### config.mk
export PLATFORM = sky130hd
export DESIGN_NAME = flash_byte_server
export DESIGN_NICKNAME = d
export VERILOG_FILES = /design/src/rtl/flash_pkg.sv /design/src/rtl/flash_word_cache.sv /design/src/rtl/flash_byte_server.sv
export SDC_FILE = /design/constraint.sdc
export NUM_CORES = 1
export LEC_CHECK = 0
export ABC_CLOCK_PERIOD_IN_PS = 2740
export CAP_MARGIN = 20
export CORE_AREA = 2 2 117 91
export DETAILED_ROUTE_END_ITERATION = 12
export DIE_AREA = 0 0 119 93
export GPL_TIMING_DRIVEN = 0
export PLACE_DENSITY = 0.81
export SYNTH_ARGS = -nofsm -noshare
export SYNTH_HDL_FRONTEND = slang
export SYNTH_SLANG_ARGS = --single-unit
### constraint.sdc
create_clock -name clk -period 2.74 [get_ports clk]
set_input_delay 0.685 -clock clk [delete_from_list [all_inputs] [get_ports clk]]
set_output_delay 0.685 -clock clk [all_outputs]
set_load 0.05 [all_outputs]
### src/rtl/flash_pkg.sv
// Shared definitions for the flash byte server.
//   DEF_WORD_ADDR_W : default width of the 32-bit flash word address (8 MB device)
//   DEF_TIMEOUT     : default number of cycles a read may wait for data
//   fb_state_t      : responder FSM states
//   byte_sel()      : little-endian byte extraction from a 32-bit word
package flash_pkg;

    localparam int DEF_WORD_ADDR_W = 21;
    localparam int DEF_TIMEOUT     = 1024;

    typedef enum logic [1:0] {
        IDLE      = 2'd0,
        ISSUE     = 2'd1,
        WAIT_DATA = 2'd2,
        RESPOND   = 2'd3
    } fb_state_t;

    // Byte 0 is the least significant byte of the word.
    function automatic logic [7:0] byte_sel(input logic [31:0] word, input logic [1:0] sel);
        logic [7:0] b;
        case (sel)
            2'd0:    b = word[7:0];
            2'd1:    b = word[15:8];
            2'd2:    b = word[23:16];
            2'd3:    b = word[31:24];
            default: b = 8'h00;
        endcase
        return b;
    endfunction

endpackage

### src/rtl/flash_word_cache.sv
// Single-entry cache holding one 32-bit flash word and its word-address tag.
// Ports:
//   clk, rst       : clock, synchronous active-low reset
//   load           : write load_tag/load_data and mark the entry valid
//   inval          : clear the valid bit (wins over load on the same edge)
//   load_tag/data  : word address and word to store
//   lookup_tag     : word address being looked up
//   hit            : combinational, entry valid and tag matches lookup_tag
//   data           : cached word
module flash_word_cache #(
    parameter int TAG_W = 21
) (
    input  logic             clk,
    input  logic             rst,
    input  logic             load,
    input  logic             inval,
    input  logic [TAG_W-1:0] load_tag,
    input  logic [31:0]      load_data,
    input  logic [TAG_W-1:0] lookup_tag,
    output logic             hit,
    output logic [31:0]      data
);

    logic             valid_r;
    logic [TAG_W-1:0] tag_r;
    logic [31:0]      data_r;

    // Entry storage; an invalidate arriving with a load leaves the entry invalid.
    always_ff @(posedge clk) begin
        if (!rst) begin
            valid_r <= 1'b0;
            tag_r   <= '0;
            data_r  <= 32'h0000_0000;
        end else if (inval) begin
            valid_r <= 1'b0;
        end else if (load) begin
            valid_r <= 1'b1;
            tag_r   <= load_tag;
            data_r  <= load_data;
        end
    end

    assign hit  = valid_r && (tag_r == lookup_tag);
    assign data = data_r;

endmodule

### src/rtl/flash_byte_server.sv
// Responder for single-byte flash fetches. One 32-bit word is cached; bytes of
// that word are served without touching flash, anything else is fetched via an
// Avalon-MM read master with one read outstanding at most.
// Ports:
//   clk, rst                   : clock, synchronous active-low reset
//   req_valid/req_addr/req_ready : byte request (req_addr[1:0] selects the byte)
//   flush                      : invalidate the cached word
//   rsp_valid/rsp_data/rsp_err : one-cycle response pulse, err marks a timeout
//   fl_*                       : Avalon-MM read master towards the flash controller
module flash_byte_server
    import flash_pkg::*;
#(
    parameter int WORD_ADDR_W = DEF_WORD_ADDR_W,
    parameter int TIMEOUT     = DEF_TIMEOUT
) (
    input  logic                   clk,
    input  logic                   rst,
    input  logic                   req_valid,
    input  logic [WORD_ADDR_W+1:0] req_addr,
    output logic                   req_ready,
    input  logic                   flush,
    output logic                   rsp_valid,
    output logic [7:0]             rsp_data,
    output logic                   rsp_err,
    output logic [WORD_ADDR_W-1:0] fl_address,
    output logic                   fl_read,
    input  logic                   fl_waitrequest,
    input  logic [31:0]            fl_readdata,
    input  logic                   fl_readdatavalid
);

    localparam int CNT_W = (TIMEOUT > 1) ? $clog2(TIMEOUT) : 1;
    localparam logic [CNT_W-1:0] CNT_LAST = CNT_W'(TIMEOUT - 1);

    fb_state_t              state_r;
    fb_state_t              next_state_s;
    logic [WORD_ADDR_W+1:0] addr_r;
    logic [CNT_W-1:0]       to_cnt_r;
    logic                   no_cache_r;
    logic                   req_ready_r;
    logic                   rsp_valid_r;
    logic [7:0]             rsp_data_r;
    logic                   rsp_err_r;
    logic                   fl_read_r;
    logic [WORD_ADDR_W-1:0] fl_address_r;

    logic                   accept_s;
    logic                   hit_s;
    logic                   data_in_s;
    logic                   load_s;
    logic                   timeout_s;
    logic                   inval_s;
    logic                   cache_hit_s;
    logic [31:0]            cache_data_s;

    flash_word_cache #(
        .TAG_W (WORD_ADDR_W)
    ) u_cache (
        .clk        (clk),
        .rst        (rst),
        .load       (load_s),
        .inval      (inval_s),
        .load_tag   (addr_r[WORD_ADDR_W+1:2]),
        .load_data  (fl_readdata),
        .lookup_tag (req_addr[WORD_ADDR_W+1:2]),
        .hit        (cache_hit_s),
        .data       (cache_data_s)
    );

    // A timeout also drops the cached word so the next request goes to flash.
    assign inval_s = flush || timeout_s;

    // FSM state register.
    always_ff @(posedge clk) begin
        if (!rst) begin
            state_r <= IDLE;
        end else begin
            state_r <= next_state_s;
        end
    end

    // Next-state and per-cycle event decode.
    always_comb begin
        next_state_s = state_r;
        accept_s     = 1'b0;
        hit_s        = 1'b0;
        data_in_s    = 1'b0;
        load_s       = 1'b0;
        timeout_s    = 1'b0;
        case (state_r)
            IDLE: begin
                if (req_valid && req_ready_r) begin
                    accept_s = 1'b1;
                    // A flush in the accept cycle forces a refetch.
                    if (cache_hit_s && !flush) begin
                        hit_s        = 1'b1;
                        next_state_s = RESPOND;
                    end else begin
                        next_state_s = ISSUE;
                    end
                end else begin
                    next_state_s = IDLE;
                end
            end
            ISSUE: begin
                if (!fl_waitrequest) begin
                    next_state_s = WAIT_DATA;
                end else begin
                    next_state_s = ISSUE;
                end
            end
            WAIT_DATA: begin
                if (fl_readdatavalid) begin
                    data_in_s    = 1'b1;
                    // Word flushed while in flight is returned but never cached.
                    load_s       = !no_cache_r && !flush;
                    next_state_s = RESPOND;
                end else if (to_cnt_r == CNT_LAST) begin
                    timeout_s    = 1'b1;
                    next_state_s = RESPOND;
                end else begin
                    next_state_s = WAIT_DATA;
                end
            end
            RESPOND: begin
                next_state_s = IDLE;
            end
            default: begin
                next_state_s = IDLE;
            end
        endcase
    end

    // Datapath, timeout counter and registered interface outputs.
    always_ff @(posedge clk) begin
        if (!rst) begin
            addr_r       <= '0;
            to_cnt_r     <= '0;
            no_cache_r   <= 1'b0;
            req_ready_r  <= 1'b0;
            rsp_valid_r  <= 1'b0;
            rsp_data_r   <= 8'h00;
            rsp_err_r    <= 1'b0;
            fl_read_r    <= 1'b0;
            fl_address_r <= '0;
        end else begin
            req_ready_r <= (next_state_s == IDLE);
            rsp_valid_r <= (next_state_s == RESPOND);
            rsp_err_r   <= timeout_s;
            fl_read_r   <= (next_state_s == ISSUE);

            if (accept_s) begin
                addr_r     <= req_addr;
                no_cache_r <= 1'b0;
            end else if (flush && ((state_r == ISSUE) || (state_r == WAIT_DATA))) begin
                no_cache_r <= 1'b1;
            end

            // Only misses move the bus address, so it stays quiet on hits.
            if (accept_s && !hit_s) begin
                fl_address_r <= req_addr[WORD_ADDR_W+1:2];
            end

            if (hit_s) begin
                rsp_data_r <= byte_sel(cache_data_s, req_addr[1:0]);
            end else if (data_in_s) begin
                rsp_data_r <= byte_sel(fl_readdata, addr_r[1:0]);
            end else if (timeout_s) begin
                rsp_data_r <= 8'h00;
            end

            if (state_r == WAIT_DATA) begin
                to_cnt_r <= to_cnt_r + CNT_W'(1);
            end else begin
                to_cnt_r <= '0;
            end
        end
    end

    assign req_ready  = req_ready_r;
    assign rsp_valid  = rsp_valid_r;
    assign rsp_data   = rsp_data_r;
    assign rsp_err    = rsp_err_r;
    assign fl_read    = fl_read_r;
    assign fl_address = fl_address_r;

endmodule

Word level (Yosys, flattened, before mapping)

Cells that the tools add are included.

Bits in registers: 123
Output and inout bits: 33
Logic and storage cells: 72

Add/subtract/negate cells: 1
Eq/ne operators: 13
Mux-type cells: 23
Bitwise operators: 2
Reductions and logical operators: 20

Operators with widths:

| cell                  | number |
|---|---|
| $pmux 8 s4            | 2 |
| $mux 8                | 3 |
| $eq 21x21->1          | 1 |
| $eq 2x2->1 const B    | 7 |
| $mux 1                | 14 |
| $add 10x1->10 const B | 1 |
| $eq 10x10->1 const B  | 1 |
| $eq 2x1->1 const B    | 4 |
| $logic_not 2->1       | 4 |
| $pmux 2 s4            | 1 |
| $logic_and 1x1->1     | 6 |
| $mux 2                | 3 |
| $reduce_and 2->1      | 2 |
| $reduce_or 2->1       | 2 |
| $logic_not 1->1       | 3 |
| $reduce_bool 3->1     | 1 |
| $logic_or 1x1->1      | 2 |
| $not 1->1             | 2 |

Logic depth before layout (Yosys ltp)

Word-level depth: 8
Mapped depth: 8
Gate-level depth less buffers: 7

Cells and area by module

A second synthesis with hierarchy kept.

Cells, all modules: 585
Area, all modules: 5154.9 sq um

By module, submodules not included:

| module            | times used | cells each | area an instance (sq um) | sequential area each (sq um) |
|---|---|---|---|---|
| flash_byte_server | 1          | 322        | 2927.8                   | 1381.3 |
| flash_word_cache  | 1          | 263        | 2227.1                   | 1081.0 |

Worst setup path after synthesis

OpenSTA, ideal clock, no wires.

Path kind: input-to-reg
From: in req_addr[16]
To: reg rsp_data_r[0], in the netlist rsp_data[0]
Arrival: 1.736 ns
Path slack: 0.932 ns
Stages on the path: 6
Path through: xnor2_1 nand4_1 nor4_2 and3_1 buf_6 mux2i_1

Cells in the longest elaborated chain, start to end: 7
Elaborated cells on any way between the ends: 8
Those cells by class: eq/ne: 1; mux: 4; reduce/logical: 3

Ends and longest elaborated chain:

| element                                                      | line                     | source |
|---|---|---|
| start: declaration                                           | flash_byte_server.sv:19  | `input logic [WORD_ADDR_W+1:0] req_addr,` |
| $eq 21x21->1 (*)                                             | flash_word_cache.sv:43   | `assign hit = valid_r && (tag_r == lookup_tag);` |
| $logic_and 1x1->1 (*)                                        | flash_word_cache.sv:43   |  |
| $logic_and 1x1->1 (*)                                        | flash_byte_server.sv:95  | `if (cache_hit_s && !flush) begin` |
| $mux 1 (*)                                                   | flash_byte_server.sv:95  |  |
| $mux 1 (*)                                                   | flash_byte_server.sv:92  | `if (req_valid && req_ready_r) begin` |
| $mux 1 (*)                                                   | flash_byte_server.sv:90  | `case (state_r)` |
| $reduce_bool 3->1 (no line) / $mux 8 (equally long branches) | --                       |  |
| end signal: assignment                                       | flash_byte_server.sv:165 | `rsp_data_r <= byte_sel(cache_data_s, req_addr[1:0]);` |
| end signal: assignment                                       | flash_byte_server.sv:167 | `rsp_data_r <= byte_sel(fl_readdata, addr_r[1:0]);` |
| end: declaration                                             | flash_byte_server.sv:42  | `logic [7:0] rsp_data_r;` |

Mark *: on every way between the ends. The rest lies on a longest branch, timed or not.
A chain may end at the register's enable or synchronous reset.

Worst setup path in the final report

From: in req_addr[18]
To: reg fl_address_r[9], in the netlist fl_address[9]

Cells in the longest elaborated chain, start to end: 8

Ends and longest elaborated chain:

| element                | line                     | source |
|---|---|---|
| $eq 21x21->1           | flash_word_cache.sv:43   |  |
| $logic_and 1x1->1      | flash_word_cache.sv:43   |  |
| $logic_and 1x1->1      | flash_byte_server.sv:95  |  |
| $mux 1                 | flash_byte_server.sv:95  |  |
| $mux 1                 | flash_byte_server.sv:92  |  |
| $mux 1                 | flash_byte_server.sv:90  |  |
| $logic_not 1->1        | flash_byte_server.sv:160 | `if (accept_s && !hit_s) begin` |
| $logic_and 1x1->1      | flash_byte_server.sv:160 |  |
| end signal: assignment | flash_byte_server.sv:161 | `fl_address_r <= req_addr[WORD_ADDR_W+1:2];` |
| end: declaration       | flash_byte_server.sv:45  | `logic [WORD_ADDR_W-1:0] fl_address_r;` |

No other way between the ends.

==> flow_summary.yaml <==
run_status:
  status: "complete, no violations"
routing:
  vias: 4830
  wl_per_cell_um: 16.7
  ant_nets: 0
  drc: 0
  drtPass1Iterations: 5
  drt_wl_total_um: 14600
  drt-initial-drc-count: 485
  vias_per_cell: 5.52
final_layout:
  utilization_pct: 70.4
  antennaDiodeCount: 0
  postLayoutCellArea_um2: 7020
  final_cells: 875
  syn2layout_area_growth_pct: 31.7
  drive_gt1_share_pct: 11.9
  nets: 792
global_route:
  grt_pass1_wl_um: 23400
  grt_usage_pct: 27.2
  grt_pass1_vias: 4724
  grt_overflow_total: 0
  antenna_found_initial: 0
  grt_max_degree: 17
sta:
  hold_viol: 0
  max_freq_ghz: 0.432
  period_minus_slack_ns: 2.32
  fin_tns_setup_ns: 0
  setup_violations: 0
  setup_ws_ns: 0.424
  rsz0062_at_grt: "false"
  slew_headroom_pct: 56.1
  worst_pin_slew_ns: 0.659
  hold_slack_ns: 0.452
  drv_slew: 0
  layout_worst_path_cycle_share_pct: 84.5
  skew_ns: 0.00506
setup_path:
  arrival_ns: 2.61
  ff2ff_path_depth: 8
  worst-setup-path-type: "in -> reg"
  crit_fanout: 10
  cp-start-kind: "primary input"
  required_ns: 3.03
  end_kind: "register"
floorplan:
  start_util_pct: 53.5
  die_h_um: 93
  coreArea_um2: 9970
  die_w_um: 119
  dieArea_um2: 11100
  ios: 94
  row_count: 32
synthesis:
  ys_types: 37
  synth-edff-count: 0
  ys_ff_latch: 123
  synth_compound_area_share_pct: 13.6
  synth-simple-area-share_pct: 20.4
  synth_top_area_share_pct: 46.2
  ys_warn_count: 0
  synthAdderAreaFrac_pct: 1.17
  synth_nets: 684
  synth_area_per_cell_um2: 8.62
  postSynthCellCount: 618
  synth_top_family_by_area: "simple AND/OR/NAND/NOR gates"
  netlist_top_cells_count: "nand2_1 (202), dfxtp_1 (123), a21oi_1 (79), clkbuf_1 (25), inv_1 (25)"
  synth_area_um2: 5330
  synth_most_common_cell: "nand2_1"
  muxShareOfSynthArea_pct: 8.26
  yosysTopAreaCell: "dfxtp_1"
  synth_seq_area_share_pct: 46.2
  synthTopCellsByArea: "dfxtp_1 (46%), nand2_1 (14%), a21oi_1 (7.4%)"
  synth_xor_area_share_pct: 4.77
  async_flop_share_pct: 0
  synth_ff_type: "dfxtp_1"
place:
  dp.final_hpwl_um: 9940
  placed_area_um2: 6390
  post-place-cells: 843
  port_buffers: 89
  place.gp.congestion: 0.863
  pre_cts_slack_ns: 0.0620
run:
  drv_cap: 0
clocking:
  cts_tree: "done"
  cts-root-buf: "clkbuf_16"
  cts-buffers-inserted: 17
  path_clk_slew_ns: 0.05
  cts_setup_buffers: 0
  clock_latency_ns: 0.42
  htree_levels: 4
  cts_max_path_buffers: 2
  ctsHoldBuffers: 0
  clock-sinks: 123
  cts_resized: 0
hold_path:
  min_path_type: "reg -> reg"
  hold_depth: 2
pwr:
  leakage_nw: 2.47
  power.density_nw_per_um2: 674
  ir_worst_vdd_v: 0.000408
  p_total_mw: 4.73
==> flip-flops by register name (all words and copies together) (netlist names) <==
register,count
req_ready,1
u_cache.data,32
no_cache_r,1
to_cnt_r,10
rsp_err,1
u_cache.valid_r,1
state_r,2
rsp_data,8
fl_address,21
rsp_valid,1
fl_read,1
u_cache.tag_r,21
addr_r,23
==> cells in the final DEF (no fill, tap or decap), types with 2 or more instances in the layout <==
master             n
nand3_1           13
and2_1             4
o21ai_0            8
nand4_1            3
a21oi_1           79
clkbuf_8           4
xnor2_1           24
clkinv_2           3
buf_6              3
nor2b_1            2
ha_1               5
buf_2             12
clkbuf_1          29
dfxtp_1          123
nand4_2            2
nor3_1             2
mux2i_1            8
xor2_1             5
clkbuf_16         17
mux4_2            16
and3_1             7
nand2_1          202
clkdlybuf4s50_1   89
nor2_1            14
bufinv_16          4
o22ai_2           20
nor4_2             2
inv_1             25
==> cell families (layout without fill, tap and decap cells) <==
logic type,Yosys count,after routing
mux,24,24
compound gates,112,112
flops,123,123
simple gates,257,257
xor+xnor,29,29
fa+ha+maj,5,5
buf+inv,68,189
==> worst paths after layout <==
check,from,endpoint,slack (ns)
max,req_addr[18],fl_address[9]$_SDFFE_PN0P_,0.42
min,u_cache.data[30]$_SDFFE_PN0P_,u_cache.data[30]$_SDFFE_PN0P_,0.45
max reg2reg,state_r[0]$_SDFF_PN0_,u_cache.data[16]$_SDFFE_PN0P_,0.76
min reg2reg,u_cache.data[30]$_SDFFE_PN0P_,u_cache.data[30]$_SDFFE_PN0P_,0.45
==> power breakdown <==
| part | internal (mW) | switching, mW | total (mW) |
|---|---|---|---|
| sequential | 1.83 | 0.0250 | 1.86 |
| combinational | 0.200 | 0.282 | 0.482 |
| clock | 1.61 | 0.773 | 2.39 |
| total | 3.65 | 1.08 | 4.73 |
==> area by class of cell <==
class / count / area [um2]
Buffer: 42 / 199
Timing Repair Buffer: 89 / 891
Fill cell: 724 / 2950
Inverter: 26 / 97.6
Clock inverter: 7 / 135
Tap cell: 136 / 170
Clock buffer: 25 / 495
Sequential cell: 123 / 2460
Multi-Input combinational cell: 427 / 2570
==> critical path, stage by stage <==
cell and delay, ns:
clkdlybuf4s50_1 0.50, xnor2_1 0.30, nand4_1 0.14, nor4_2 0.38
a311o_2 0.31, buf_6 0.19, o22ai_2 0.09
==> per-layer routing <==
metal  routed length, um  global-route usage [%]
met3                1030                    5.61
met2                7180                    47.1
met4                 186                    8.73
met1                6180                    34.1
met5                   0                       0
No activity file was read; power rests on OpenSTA's default activity.
